File: config.mk
export PLATFORM = sky130hd
export DESIGN_NAME = upcounter_ctrl_flat
export DESIGN_NICKNAME = d
export VERILOG_FILES = /design/src/rtl/upcounter_ctrl_if.sv /design/src/rtl/upcounter_ctrl.sv /design/src/flat_wrapper.sv
export SDC_FILE = /design/constraint.sdc
export NUM_CORES = 1
export LEC_CHECK = 0
export CAP_MARGIN = 20
export CORE_ASPECT_RATIO = 1.25
export CORE_MARGIN = 2
export CORE_UTILIZATION = 55
export CTS_BUF_LIST = sky130_fd_sc_hd__clkbuf_4
export DETAILED_ROUTE_END_ITERATION = 6
export DONT_BUFFER_PORTS = 1
export HOLD_SLACK_MARGIN = 0.02
export PLACE_DENSITY = 0.68
export SYNTH_ARGS = -nofsm -noshare
export SYNTH_HDL_FRONTEND = slang
export SYNTH_SLANG_ARGS = --single-unit
File: constraint.sdc
create_clock -name clk -period 2.55 [get_ports clk]
set_input_delay 0 -clock clk [delete_from_list [all_inputs] [get_ports clk]]
set_output_delay 0 -clock clk [all_outputs]
set_load 0.01 [all_outputs]
File: src/rtl/upcounter_ctrl_if.sv
// upcounter_ctrl_if: start/done frame handshake toward the SPI master.
// master drives tx_start/tx_data, slave returns the one-cycle tx_done.
interface upcounter_ctrl_if;
  logic        tx_start;
  logic [15:0] tx_data;
  logic        tx_done;

  modport master (
    output tx_start,
    output tx_data,
    input  tx_done
  );

  modport slave (
    input  tx_start,
    input  tx_data,
    output tx_done
  );
endinterface

File: src/rtl/upcounter_ctrl.sv
// upcounter_ctrl: run/stop/clear decimal up-counter with coalesced SPI frames.
// Ports: clk, rst (async low), btn_run_stop, btn_clear, tx (master), running, count.
module upcounter_ctrl #(
  parameter int TICK_DIV  = 10_000_000,
  parameter int COUNT_MAX = 9999
) (
  input  logic             clk,
  input  logic             rst,
  input  logic             btn_run_stop,
  input  logic             btn_clear,
  upcounter_ctrl_if.master tx,
  output logic             running,
  output logic [13:0]      count
);

  localparam int DW = $clog2(TICK_DIV);
  localparam logic [DW-1:0] DIV_LAST = DW'(TICK_DIV - 1);
  localparam logic [DW-1:0] DIV_ONE  = DW'(1);
  localparam logic [13:0]   CNT_LAST = 14'(COUNT_MAX);

  typedef enum logic {STOP, RUN} run_e;
  typedef enum logic {TX_IDLE, TX_WAIT} tx_e;

  run_e          run_q, run_d;
  tx_e           tx_q;
  logic [DW-1:0] div_q, div_d;
  logic [13:0]   cnt_q, cnt_d;
  logic          dirty_q;
  logic          start_q;
  logic [15:0]   data_q;
  logic          tick;
  logic          evt;

  always_comb begin
    tick  = (run_q == RUN) && (div_q == DIV_LAST);

    run_d = run_q;
    if (btn_run_stop)
      run_d = (run_q == RUN) ? STOP : RUN;

    div_d = div_q;
    if (btn_clear)
      div_d = '0;
    else if (tick)
      div_d = '0;
    else if (run_q == RUN)
      div_d = div_q + DIV_ONE;

    cnt_d = cnt_q;
    if (btn_clear)
      cnt_d = '0;
    else if (tick)
      cnt_d = (cnt_q == CNT_LAST) ? '0
                                  : cnt_q + 14'd1;

    // clear counts as an event even when count is already 0
    evt = btn_clear
        | (cnt_d != cnt_q)
        | (run_d != run_q);
  end

  always_ff @(posedge clk or negedge rst) begin
    if (!rst) begin
      run_q   <= STOP;
      div_q   <= '0;
      cnt_q   <= '0;
      tx_q    <= TX_IDLE;
      dirty_q <= 1'b1;
      start_q <= 1'b0;
      data_q  <= '0;
    end else begin
      run_q   <= run_d;
      div_q   <= div_d;
      cnt_q   <= cnt_d;
      start_q <= 1'b0;
      case (tx_q)
        TX_IDLE: begin
          dirty_q <= evt;
          if (dirty_q) begin
            start_q <= 1'b1;
            data_q  <= {run_q == RUN, 1'b0, cnt_q};
            tx_q    <= TX_WAIT;
          end
        end
        TX_WAIT: begin
          dirty_q <= dirty_q | evt;
          // done cannot belong to a frame whose start is still up
          if (tx.tx_done && !start_q)
            tx_q <= TX_IDLE;
        end
        default: tx_q <= TX_IDLE;
      endcase
    end
  end

  assign running     = (run_q == RUN);
  assign count       = cnt_q;
  assign tx.tx_start = start_q;
  assign tx.tx_data  = data_q;

endmodule

File: src/flat_wrapper.sv
// flat-port wrapper written by rule: the top's interface ports become plain ports
module upcounter_ctrl_flat 
#(
  parameter int TICK_DIV  = 10_000_000,
  parameter int COUNT_MAX = 9999
)
  (clk, rst, btn_run_stop, btn_clear, running, count, tx_tx_start, tx_tx_data, tx_tx_done);
  upcounter_ctrl_if tx_i ();
  input  logic clk;
  input  logic rst;
  input  logic btn_run_stop;
  input  logic btn_clear;
  output logic running;
  output logic [13:0] count;
  output wire logic [$bits(tx_i.tx_start)-1:0] tx_tx_start;
  output wire logic [$bits(tx_i.tx_data)-1:0] tx_tx_data;
  input wire logic [$bits(tx_i.tx_done)-1:0] tx_tx_done;
  assign tx_tx_start = tx_i.tx_start;
  assign tx_tx_data = tx_i.tx_data;
  assign tx_i.tx_done = tx_tx_done;
  upcounter_ctrl #(.TICK_DIV(TICK_DIV), .COUNT_MAX(COUNT_MAX)) u_core (.clk(clk), .rst(rst), .btn_run_stop(btn_run_stop), .btn_clear(btn_clear), .tx(tx_i), .running(running), .count(count));
endmodule
# [Yosys cells after proc, flatten, opt, wreduce, memory -nomap -nowiden]
# Index checks and enable logic that the tools add are counted.
[totals] register_bits=57 in_bits=5 out_inout_bits=32 wordCells=35
[classes] add_sub_neg=2 eq_ne=4 n_mux=13 bitwise_logic=4 reduce_logical=5
[op_table] operator="$mux W24" n=3
[op_table] operator="$mux W14" n=3
[op_table] operator="$add A24 B1 Y24 const B" n=1
[op_table] operator="$eq A24 B24 Y1 const B" n=1
[op_table] operator="$add A14 B1 Y14 const B" n=1
[op_table] operator="$eq A14 B14 Y1 const B" n=1
[op_table] operator="$ne A14 B14 Y1" n=1
[op_table] operator="$mux W1" n=5
[op_table] operator="$pmux W1 S2" n=2
[op_table] operator="$or A1 B1 Y1" n=3
[op_table] operator="$reduce_bool A3 Y1" n=1
[op_table] operator="$logic_and A1 B1 Y1" n=2
[op_table] operator="$reduce_and A2 Y1" n=1
[op_table] operator="$logic_not A1 Y1" n=1
[op_table] operator="$ne A1 B1 Y1" n=1
[op_table] operator="$not A1 Y1" n=1

# [Longest topological paths before layout]
# Gate-level depths: netlist (run 1).
[depth] ltp_word=9 ltp_mapped=7 mapped_depth_nobuf=6

# [Least setup slack after synthesis (run 1)]
# Ideal clock, no wire load.
[synth_path] path_kind="reg2reg" from="register u_core.cnt_q[12] (netlist: u_core.count[12])" to="register u_core.cnt_q[10] (netlist: u_core.count[10])" setup_time_ns=0.136 arrival_time_ns=1.836 required_ns=2.414 slack_ns=0.577 path_stages_with_launch=6 n_path_buf=0 period_less_slack_ns=1.973 path_cell_list="dfrtp_1 or4b_2 nor4_4 nor2_1 o21ai_0 a21oi_1"
[synth_between] elab_chain_len=4
[synth_rtl] element="from (decl)" line_no="upcounter_ctrl.sv:27" text="logic [13:0] cnt_q, cnt_d;"
[synth_rtl] element="from (signal assigned)" line_no="upcounter_ctrl.sv:74" text="cnt_q <= cnt_d;"
[synth_rtl] element="$eq A14 B14 Y1" line_no="upcounter_ctrl.sv:53" text="cnt_d = (cnt_q == CNT_LAST) ? '0"
[synth_rtl] element="$mux W14" line_no="upcounter_ctrl.sv:53"
[synth_rtl] element="$mux W14" line_no="upcounter_ctrl.sv:52" text="else if (tick)"
[synth_rtl] element="$mux W14" line_no="upcounter_ctrl.sv:50" text="if (btn_clear)"
[synth_rtl] element="named net u_core.cnt_d[10]" line_no="upcounter_ctrl.sv:27"
# The timed path passes the listed nets, and every way through them passes these cells.
# A chain may end at the register's enable or synchronous reset.

# [Worst setup path after layout (run 1)]
[layout_path] from="register u_core.cnt_q[0] (netlist: u_core.count[0])" to="register u_core.cnt_q[5] (netlist: u_core.count[5])"
[layout_between] elab_chain_len=4 elab_cells_between_ends=5 classes_between="add/sub (1); eq/ne (1); mux (3)"
[layout_rtl] element="$add A14 B1 Y14 / $eq A14 B14 Y1 (equally long branches)" line_no="upcounter_ctrl.sv:54, upcounter_ctrl.sv:53"
[layout_rtl] element="$mux W14 *" line_no="upcounter_ctrl.sv:53"
[layout_rtl] element="$mux W14 *" line_no="upcounter_ctrl.sv:52"
[layout_rtl] element="$mux W14 *" line_no="upcounter_ctrl.sv:50"
[layout_rtl] element="named net u_core.cnt_d[5]" line_no="upcounter_ctrl.sv:27"
# The timed path passes the listed nets; every way through them passes the cells marked *.

==> results.json, run 1 <==
{
  "cts-resized-gates": 0,
  "cts_htree_levels": 3,
  "ys_warn_count": 0,
  "dr.pass1.iters": 4,
  "maxSlewHeadroom_pct": 41.3,
  "p_total_w": 0.00190,
  "coreArea_sq_mm": 0.00504,
  "place_hpwl_um": 3850,
  "synth_top_cells_by_area": "dfrtp_1 (49%), xor2_1 (6.1%), mux2_2 (5.9%), nor2_1 (4.5%), nand4_1 (3.5%)",
  "async_reset_ff_share_pct": 100,
  "synth_nets": 281,
  "drive_gt1_share_pct": 16.2,
  "finalNonFillerCells": 352,
  "crit_path_start_kind": "flip-flop",
  "synth_cells": 274,
  "numCtsBuffers": 9,
  "min_period_ps": 2320,
  "drtIter0Drc": 161,
  "crit_type": "flip-flop to flip-flop",
  "hold_viol": 0,
  "synth-xor-area-share_pct": 6.75,
  "synth_ff_type": "dfrtp_1",
  "drv_slew": 0,
  "syn_area_per_cell_sq_um": 10.4,
  "start_util_pct": 56.6,
  "synth_top_area_share_pct": 49.1,
  "finalSetupViolCount": 0,
  "synthMuxAreaShare_pct": 6.62,
  "crit_required_ps": 2880,
  "postCtsHoldBufs": 6,
  "crit_path_cell_trace": "ha_1, nand3_1, nor4_4, nor4_2, nand4b_1, a21oi_1",
  "p_per_area_mw_per_mm2": 608,
  "pin_count": 37,
  "fin_nets": 292,
  "grt_pass1_vias": 2027,
  "synthesis.area_sq_mm": 0.00286,
  "cts_root_buf": "clkbuf_4",
  "dieArea_sq_mm": 0.00579,
  "grt_max_degree": 58,
  "worstPathMaxFanout": 9,
  "synth_compound_area_share_pct": 7.06,
  "drc": 0,
  "worst_hold_slack_ps": 27.5,
  "synth.distinct_cells": 48,
  "crit_start": "u_core.count[0]$_DFF_PN0_",
  "final.setup.tns_ps": 0,
  "cp-end-kind": "flip-flop",
  "ant_nets": 0,
  "cp_top_family": "simple AND/OR/NAND/NOR gates",
  "worst_r2r_path_depth": 6,
  "synth_seq_cells": 57,
  "cp.depth": 6,
  "synth-simple-area-share_pct": 26.4,
  "synth_fa_ha_area_share_pct": 0.876,
  "grt_overflow_total": 0,
  "status": "complete, no violations",
  "cp.arrival_ps": 2650,
  "path_clk_slew_ps": 100,
  "worstMarginPinSlew_ps": 873,
  "slowest_stage": "nor4_2",
  "drv_cap": 0,
  "post-route-util_pct": 62.1,
  "routed_wirelength_um": 5950,
  "post-route-period-util_pct": 90.8,
  "ir_worst_vdd_uv": 329,
  "fp-row-count": 29,
  "crit_end": "u_core.count[5]$_DFF_PN0_",
  "numClockSinks": 57,
  "antenna_found_initial": 0,
  "dp_cells": 330,
  "synth_edf_count": 0,
  "yosys.area.top_type": "dfrtp_1",
  "grt_first_pass_wirelength_um": 9890,
  "die_x_um": 68.4,
  "synth_top_family_by_area": "simple AND/OR/NAND/NOR gates",
  "rrSetupSlack_ps": 230,
  "vias": 2090,
  "io_buffers": 0,
  "vias_per_cell": 5.94,
  "leakage_nw": 1.33,
  "clk-insertion-delay-late_ps": 420,
  "clk_path_buf_depth": 2,
  "worstReg2RegStart": "u_core.count[0]$_DFF_PN0_",
  "fmax_ghz": 0.432,
  "wl_per_cell_um": 16.9,
  "rr_endpoint": "u_core.count[5]$_DFF_PN0_",
  "post_cts_buffers": 0,
  "cts_tree": "built",
  "track_usage_pct": 22.8,
  "hold_class": "primary input to flip-flop",
  "die_y_um": 84.6,
  "diodes": 0,
  "slowest_delay_ps": 670,
  "yosysSeqAreaShare_pct": 50.0,
  "gp_congestion": 0.825,
  "crit_buf_inv": 0,
  "finClkSkew_ps": 20.5,
  "area_growth_pct": 9.68,
  "grt_setup_unrepaired": "false"
}
## registers in the layout, indices dropped and copies added (netlist names)
| name | count |
|---|---|
| u_core.tx.tx_start | 1 |
| u_core.dirty_q | 1 |
| u_core.count | 14 |
| u_core.div_q | 24 |
| u_core.tx_q | 1 |
| u_core.tx.tx_data | 15 |
| u_core.running | 1 |
## per-stage QoR
step / cell area (sq um) / setup WS (ps)
2_1_floorplan: 2860 / 577
3_3_place_gp: 2920 / 302
5_1_grt: 3130 / 53.0
4_1_cts: 3130 / 238
6_report: 3130 / 234
3_5_place_dp: 2920 / 280
## cell families after synthesis
family                     count (synthesis)
and+or+nand+nor                          124
DFF                                       57
AOI/OAI and AO/OA                         36
xor gates and xnor gates                  22
muxes                                     17
buffers and inverters                     15
adders and majority gates                  2
other                                      1
## worst register-to-register path, delay by kind of cell (launching register included)
| family | cells | cell delay, ps |
|---|---|---|
| simple gates | 4 | 1260 |
| flops | 1 | 500 |
| fa+ha+maj | 1 | 280 |
| compound gates | 1 | 200 |
## power breakdown
| group | internal, W | total [W] | leakage, nW | switching [W] |
|---|---|---|---|---|
| Combinational | 0.000109 | 0.000259 | 0.469 | 0.000150 |
| Clock | 0.000312 | 0.000645 | 0.0757 | 0.000333 |
| Sequential | 0.000955 | 0.00100 | 0.782 | 0.0000453 |
## cells in the mapped netlist (2+ instances only)
cell      instances
nor4_4            2
nor2_1           34
o21ai_0          13
nand3_1          12
nor4bb_1          2
nand4_1          16
nor4b_4           2
mux2i_1           2
nor2b_1           3
and3_1            5
mux2_2           15
ha_1              2
nand2b_1          3
nand3b_1          5
clkbuf_1          8
and4_1            3
dfrtp_1          56
nor4_1            4
xnor2_1           2
xor2_1           20
or3_1             2
inv_1             4
nand4b_1          2
nand2_1          16
a21oi_1          16
nor3_1            3
## worst min-delay path by stage
stage	from	to	slack [ps]	cells after the start
3_3_place_gp	rst	u_core.count[3]$_DFF_PN0_	-290	0
2_1_floorplan	rst	u_core.count[0]$_DFF_PN0_	-300	0
5_1_grt	btn_clear	u_core.div_q[19]$_DFFE_PN0P_	50	3
4_1_cts	btn_clear	u_core.div_q[5]$_DFFE_PN0P_	30	3
3_5_place_dp	rst	u_core.tx.tx_data[3]$_DFFE_PN0P_	-290	0
6_report	btn_clear	u_core.div_q[22]$_DFFE_PN0P_	30	3
## layout by cell type (no fill, tap or decap), drive strengths merged, types with 3 or more instances in the layout
cell type    instances
dfrtp               56
nor2                34
xor2                20
nand2               16
nand4               16
a21oi               16
mux2                15
o21ai               13
nand3               13
clkbuf              11
nor4                 7
buf                  6
nand3b               5
and3                 5
dlygate4sd3          5
inv                  4
nor3                 4
clkinv               4
and4                 3
nor2b                3
nand2b               3
or3                  3
## layout make-up
cell class | count | area [sq um]
clock buffers | 11 | 82.6
inverters | 4 | 15.0
repair buffers | 11 | 115
flip-flops and latches | 57 | 1430
clock inverters | 5 | 47.5
well taps | 62 | 77.6
fillers | 427 | 1910
multi-input cells | 202 | 1370
## layer usage
metal | GRT usage (%) | vias up | routed length [um]
li1 | - | 1016 | -
met1 | 28.9 | 1008 | 2490
met2 | 36.1 | 55 | 3020
met3 | 5.36 | 11 | 317
met4 | 10.7 | 0 | 123
met5 | 0 | - | 0
(Power assumes the default switching activity.)
==> run 2, diff against run 1 <==
BUFFER_PORTS_ARGS = -buffer_cell sky130_fd_sc_hd__buf_2   (was not set)
CORE_MARGIN = 4   (was 2)
CORE_UTILIZATION = 35   (was 55)
DONT_BUFFER_PORTS = not set   (was 1)
PLACE_DENSITY = 0.51   (was 0.68)
==> run 2 against run 1 <==
Compared with the run above:
- fmax rose by 6.1%
- largest cell class unchanged
- highest routed layer unchanged
- global-route usage fell by 8.1 points
- hold slack improved by 64 ps
==> results.json, run 2 (synthesis gave the netlist of run 1 again) <==
{
  "status": "complete, no violations",
  "path_clk_slew_ps": 100,
  "regMostFlops": "u_core.div_q",
  "post-route-period-util_pct": 85.6,
  "crit_buf_inv": 0,
  "diodes": 0,
  "routed_wirelength_um": 6490,
  "vias_per_cell": 5.30,
  "numCtsBuffers": 9,
  "post-route-util_pct": 42.0,
  "hold_class": "primary input to asynchronous set/reset pin",
  "post_cts_buffers": 0,
  "fin_nets": 328,
  "start_util_pct": 36.2,
  "drv_slew": 0,
  "crit_required_ps": 2840,
  "crit_type": "flip-flop to flip-flop",
  "grt_pass1_vias": 2197,
  "worstReg2RegStart": "u_core.count[12]$_DFF_PN0_",
  "slowest_stage": "or4b_2",
  "track_usage_pct": 14.7,
  "worst_r2r_path_depth": 5,
  "drc": 0,
  "dr.pass1.iters": 4,
  "die_x_um": 88.8,
  "cpMostUsedCell": "a21oi_1",
  "fp-row-count": 36,
  "crit_path_cell_trace": "or4b_2, nor4_4, a21oi_1, o21ai_0, a21oi_1",
  "grt_setup_unrepaired": "false",
  "post_dp_cell_area_sq_mm": 0.00316,
  "rrSetupSlack_ps": 370,
  "min_period_ps": 2180,
  "maxSlewHeadroom_pct": 57.0,
  "clk_path_buf_depth": 2,
  "leakage_nw": 1.50,
  "rr_endpoint": "u_core.count[7]$_DFF_PN0_",
  "cts_root_buf": "clkbuf_4",
  "io_buffers": 35,
  "finClkSkew_ps": 14.2,
  "antenna_found_initial": 0,
  "grt_first_pass_wirelength_um": 10800,
  "layout_commonest_cell": "dfrtp_1",
  "cp_top_family": "simple AND/OR/NAND/NOR gates",
  "clk-insertion-delay-late_ps": 410,
  "dieArea_sq_mm": 0.00968,
  "hold_viol": 0,
  "cp-end-kind": "flip-flop",
  "drv_cap": 0,
  "finalSetupViolCount": 0,
  "vias": 2232,
  "coreArea_sq_mm": 0.00788,
  "cp.arrival_ps": 2470,
  "worstMarginPinSlew_ps": 639,
  "drtIter0Drc": 41,
  "gp_congestion": 0.805,
  "cts_tree": "built",
  "slowest_delay_ps": 770,
  "largest_reg_flops": 24,
  "die_y_um": 109,
  "p_per_area_mw_per_mm2": 556,
  "drive_gt1_share_pct": 25.8,
  "place_hpwl_um": 4620,
  "ant_nets": 0,
  "fillers": 783,
  "final_area_sq_mm": 0.00331,
  "ir_worst_vdd_uv": 210,
  "final.setup.tns_ps": 0,
  "numClockSinks": 57,
  "grt_overflow_total": 0,
  "crit_path_start_kind": "flip-flop",
  "wl_per_cell_um": 15.4,
  "grt_max_degree": 24,
  "final_cell_mix": "dfrtp_1 (56), buf_2 (35), nor2_1 (34)",
  "area_growth_pct": 15.9,
  "cts_htree_levels": 3,
  "worstPathMaxFanout": 8,
  "fmax_ghz": 0.458,
  "pin_count": 37
}
run 2: layer usage:
metal | GRT usage, % | part of all wire (%) | vias to the layer above
li1 | - | - | 1085
met4 | 7.45 | 2.1 | 0
met3 | 3.55 | 4.2 | 11
met5 | 0 | 0 | -
met2 | 25.1 | 52 | 43
met1 | 17.0 | 42 | 1093
run 2: per-stage QoR:
stage	hold slack [ps]	total power (W)	worst slack, ps	instances
2_1_floorplan	-296	0.00120	577	274
3_3_place_gp	5.17	0.00132	404	401
3_5_place_dp	3.42	0.00132	383	401
4_1_cts	73.5	0.00188	376	421
5_1_grt	127	0.00195	235	421
6_report	91.3	0.00184	368	421
run 2: report_power, final:
part / switching [W] / internal (W) / total, W
Combinational: 0.000168 / 0.000130 / 0.000299
Clock: 0.000336 / 0.000211 / 0.000548
Sequential: 0.0000383 / 0.000955 / 0.000993
Total: 0.000543 / 0.00130 / 0.00184
run 2: cell type report:
| type | count | area [sq um] | share of cell area (%) |
|---|---|---|---|
| multi-input cells | 202 | 1370 | 41.3 |
| clock buffers | 11 | 82.6 | 2.50 |
| clock inverters | 5 | 22.5 | 0.681 |
| well taps | 95 | 119 | 3.59 |
| inverters | 4 | 15.0 | 0.454 |
| flip-flops and latches | 57 | 1430 | 43.2 |
| repair buffers | 47 | 275 | 8.32 |
run 2: how the worst max path moves through the flow:
stage / start / to / cells after the start
finish: u_core.count[12]$_DFF_PN0_ / u_core.count[7]$_DFF_PN0_ / 5
global route: u_core.count[0]$_DFF_PN0_ / u_core.count[9]$_DFF_PN0_ / 6
detailed placement: u_core.div_q[0]$_DFFE_PN0P_ / u_core.count[4]$_DFF_PN0_ / 6
CTS: u_core.count[12]$_DFF_PN0_ / u_core.count[7]$_DFF_PN0_ / 5
global placement: u_core.count[12]$_DFF_PN0_ / u_core.count[9]$_DFF_PN0_ / 5
floorplan: u_core.count[12]$_DFF_PN0_ / u_core.count[10]$_DFF_PN0_ / 5
run 2: timing repair:
action,in CTS,in global routing
gates resized for setup,0,0
endpoints found under the hold margin,58,0
setup endpoints to repair,0,0
hold buffers,4,0
==> run 3, diff against run 2 <==
CORE_UTILIZATION = 25   (was 35)
PLACE_DENSITY = 0.39   (was 0.51)
==> run 3 against run 2 <==
Compared with the run above:
- wire length grew 7.7%
- non-clock buffer count grew 5
- cell area grew 2.5%
- via count grew 0.76%
- sequential cell count is the same
- clock skew shrank 2.7 ps
- cell count grew 10%
- critical path depth grew 1
- critical endpoint is now u_core.count[4]$_DFF_PN0_
- largest power group unchanged
==> results.json, run 3 (synthesis gave the netlist of run 1 again) <==
{
  "status": "complete, no violations",
  "ant_nets": 0,
  "regMostFlops": "u_core.div_q",
  "clk-insertion-delay-late_ps": 410,
  "drc": 0,
  "cts-resized-gates": 0,
  "top_usage_layer": "met2",
  "die_x_um": 104,
  "min_period_ps": 2180,
  "gp_congestion": 0.770,
  "final_cell_mix": "dfrtp_1 (56), buf_2 (35), nor2_1 (34)",
  "hold_viol": 0,
  "crit_path_start_kind": "flip-flop",
  "drv_slew": 0,
  "fmax_ghz": 0.458,
  "io_buffers": 35,
  "numClockSinks": 57,
  "pin_count": 37,
  "place_hpwl_um": 4910,
  "worst_hold_slack_ps": 135,
  "maxSlewHeadroom_pct": 55.9,
  "ir_worst_vdd_uv": 186,
  "antenna_found_initial": 0,
  "pre_cts_ws_ps": 363,
  "finClkSkew_ps": 11.6,
  "routed_wirelength_um": 6990,
  "leakage_nw": 1.52,
  "fin_nets": 333,
  "hold_class": "primary input to asynchronous set/reset pin",
  "die_y_um": 127,
  "largest_reg_flops": 24,
  "cp-end-kind": "flip-flop",
  "track_usage_pct": 11.5,
  "drive_gt1_share_pct": 26.1,
  "setup_ws_ps": 365,
  "cts_htree_levels": 3,
  "globalRouteMet3Util_pct": 3.34,
  "numCtsBuffers": 9,
  "coreArea_sq_mm": 0.0111,
  "dieArea_sq_mm": 0.0132,
  "rr_endpoint": "u_core.count[4]$_DFF_PN0_",
  "grt_first_pass_wirelength_um": 11800,
  "path_clk_slew_ps": 100,
  "area_growth_pct": 18.8,
  "post-route-period-util_pct": 85.7,
  "vias": 2249,
  "groute.layer.met1.usage_pct": 12.9,
  "start_util_pct": 25.6,
  "worst_r2r_path_depth": 6,
  "grt_pass1_vias": 2324,
  "drv_cap": 0,
  "layout_commonest_cell": "dfrtp_1",
  "worstReg2RegStart": "u_core.div_q[0]$_DFFE_PN0P_",
  "worstPathMaxFanout": 16,
  "grt_max_degree": 32,
  "rrSetupSlack_ps": 370,
  "worstMarginPinSlew_ps": 655,
  "p_per_area_mw_per_mm2": 546,
  "post_cts_buffers": 0,
  "fillers": 1144,
  "postCtsHoldBufs": 5,
  "crit_required_ps": 2890,
  "grt_setup_unrepaired": "false",
  "cts_tree": "built",
  "global_route.usage.met2_pct": 19.3,
  "diodes": 0,
  "fp-row-count": 43,
  "finalSetupViolCount": 0,
  "vias_per_cell": 4.85,
  "clk_path_buf_depth": 2,
  "grt_overflow_total": 0,
  "wl_per_cell_um": 15.1,
  "cp.arrival_ps": 2530,
  "drtIter0Drc": 59,
  "crit_type": "flip-flop to flip-flop",
  "cts_root_buf": "clkbuf_4",
  "dr.pass1.iters": 4,
  "final.setup.tns_ps": 0
}
## run 3: cell count changes in the layout (fill, tap and decap cells not counted), sizes merged
cell / previous run / this run
buf: 43 / 47
dlygate4sd3: 4 / 5
clkbuf: 11 / 12
clkinv: 5 / 2
## run 3: power breakdown
group	leakage, nW	switching, W	total [W]	internal (W)
sequential	0.782	0.0000445	0.000999	0.000955
combinational	0.676	0.000165	0.000298	0.000133
clock	0.0583	0.000336	0.000554	0.000218
total	1.52	0.000546	0.00185	0.00131
## run 3: routing by layer
metal	routed length (um)	vias up
li1	-	1093
met1	3060	1089
met2	3370	49
met3	294	18
met4	260	0
met5	0	-
## run 3: worst max path at each step
stage	startpoint	end	cells after the start
2_1_floorplan	u_core.count[12]$_DFF_PN0_	u_core.count[10]$_DFF_PN0_	5
3_3_place_gp	u_core.div_q[0]$_DFFE_PN0P_	u_core.count[4]$_DFF_PN0_	6
3_5_place_dp	u_core.div_q[0]$_DFFE_PN0P_	u_core.count[4]$_DFF_PN0_	6
4_1_cts	u_core.div_q[0]$_DFFE_PN0P_	u_core.count[4]$_DFF_PN0_	6
5_1_grt	u_core.div_q[0]$_DFFE_PN0P_	u_core.count[4]$_DFF_PN0_	6
6_report	u_core.div_q[0]$_DFFE_PN0P_	u_core.count[4]$_DFF_PN0_	6
## run 3: metrics by stage
step	util [%]	instance area (sq um)	instances	total power (W)
2_1_floorplan	-	2860	274	0.00120
3_3_place_gp	29.1	3240	445	0.00132
3_5_place_dp	29.1	3240	445	0.00132
4_1_cts	30.4	3390	464	0.00190
5_1_grt	30.4	3390	464	0.00198
6_report	30.4	3390	464	0.00185
## run 3: critical path, cell delays in order (launching register included)
cell and delay, ps:
dfrtp_1 400, ha_1 230, and4_1 270, nand2_1 100, or3_4 500, or4_1 490, a21oi_1 150
## run 3: layout make-up
class,count,area [sq um],area share [%]
sequential,57,1430,42.1
timing repair buffer,52,315,9.30
clock buffer,12,90.1,2.66
clock inverter,2,7.51,0.221
multi-input combinational,202,1370,40.3
tap,135,169,4.98
inverter,4,15.0,0.443
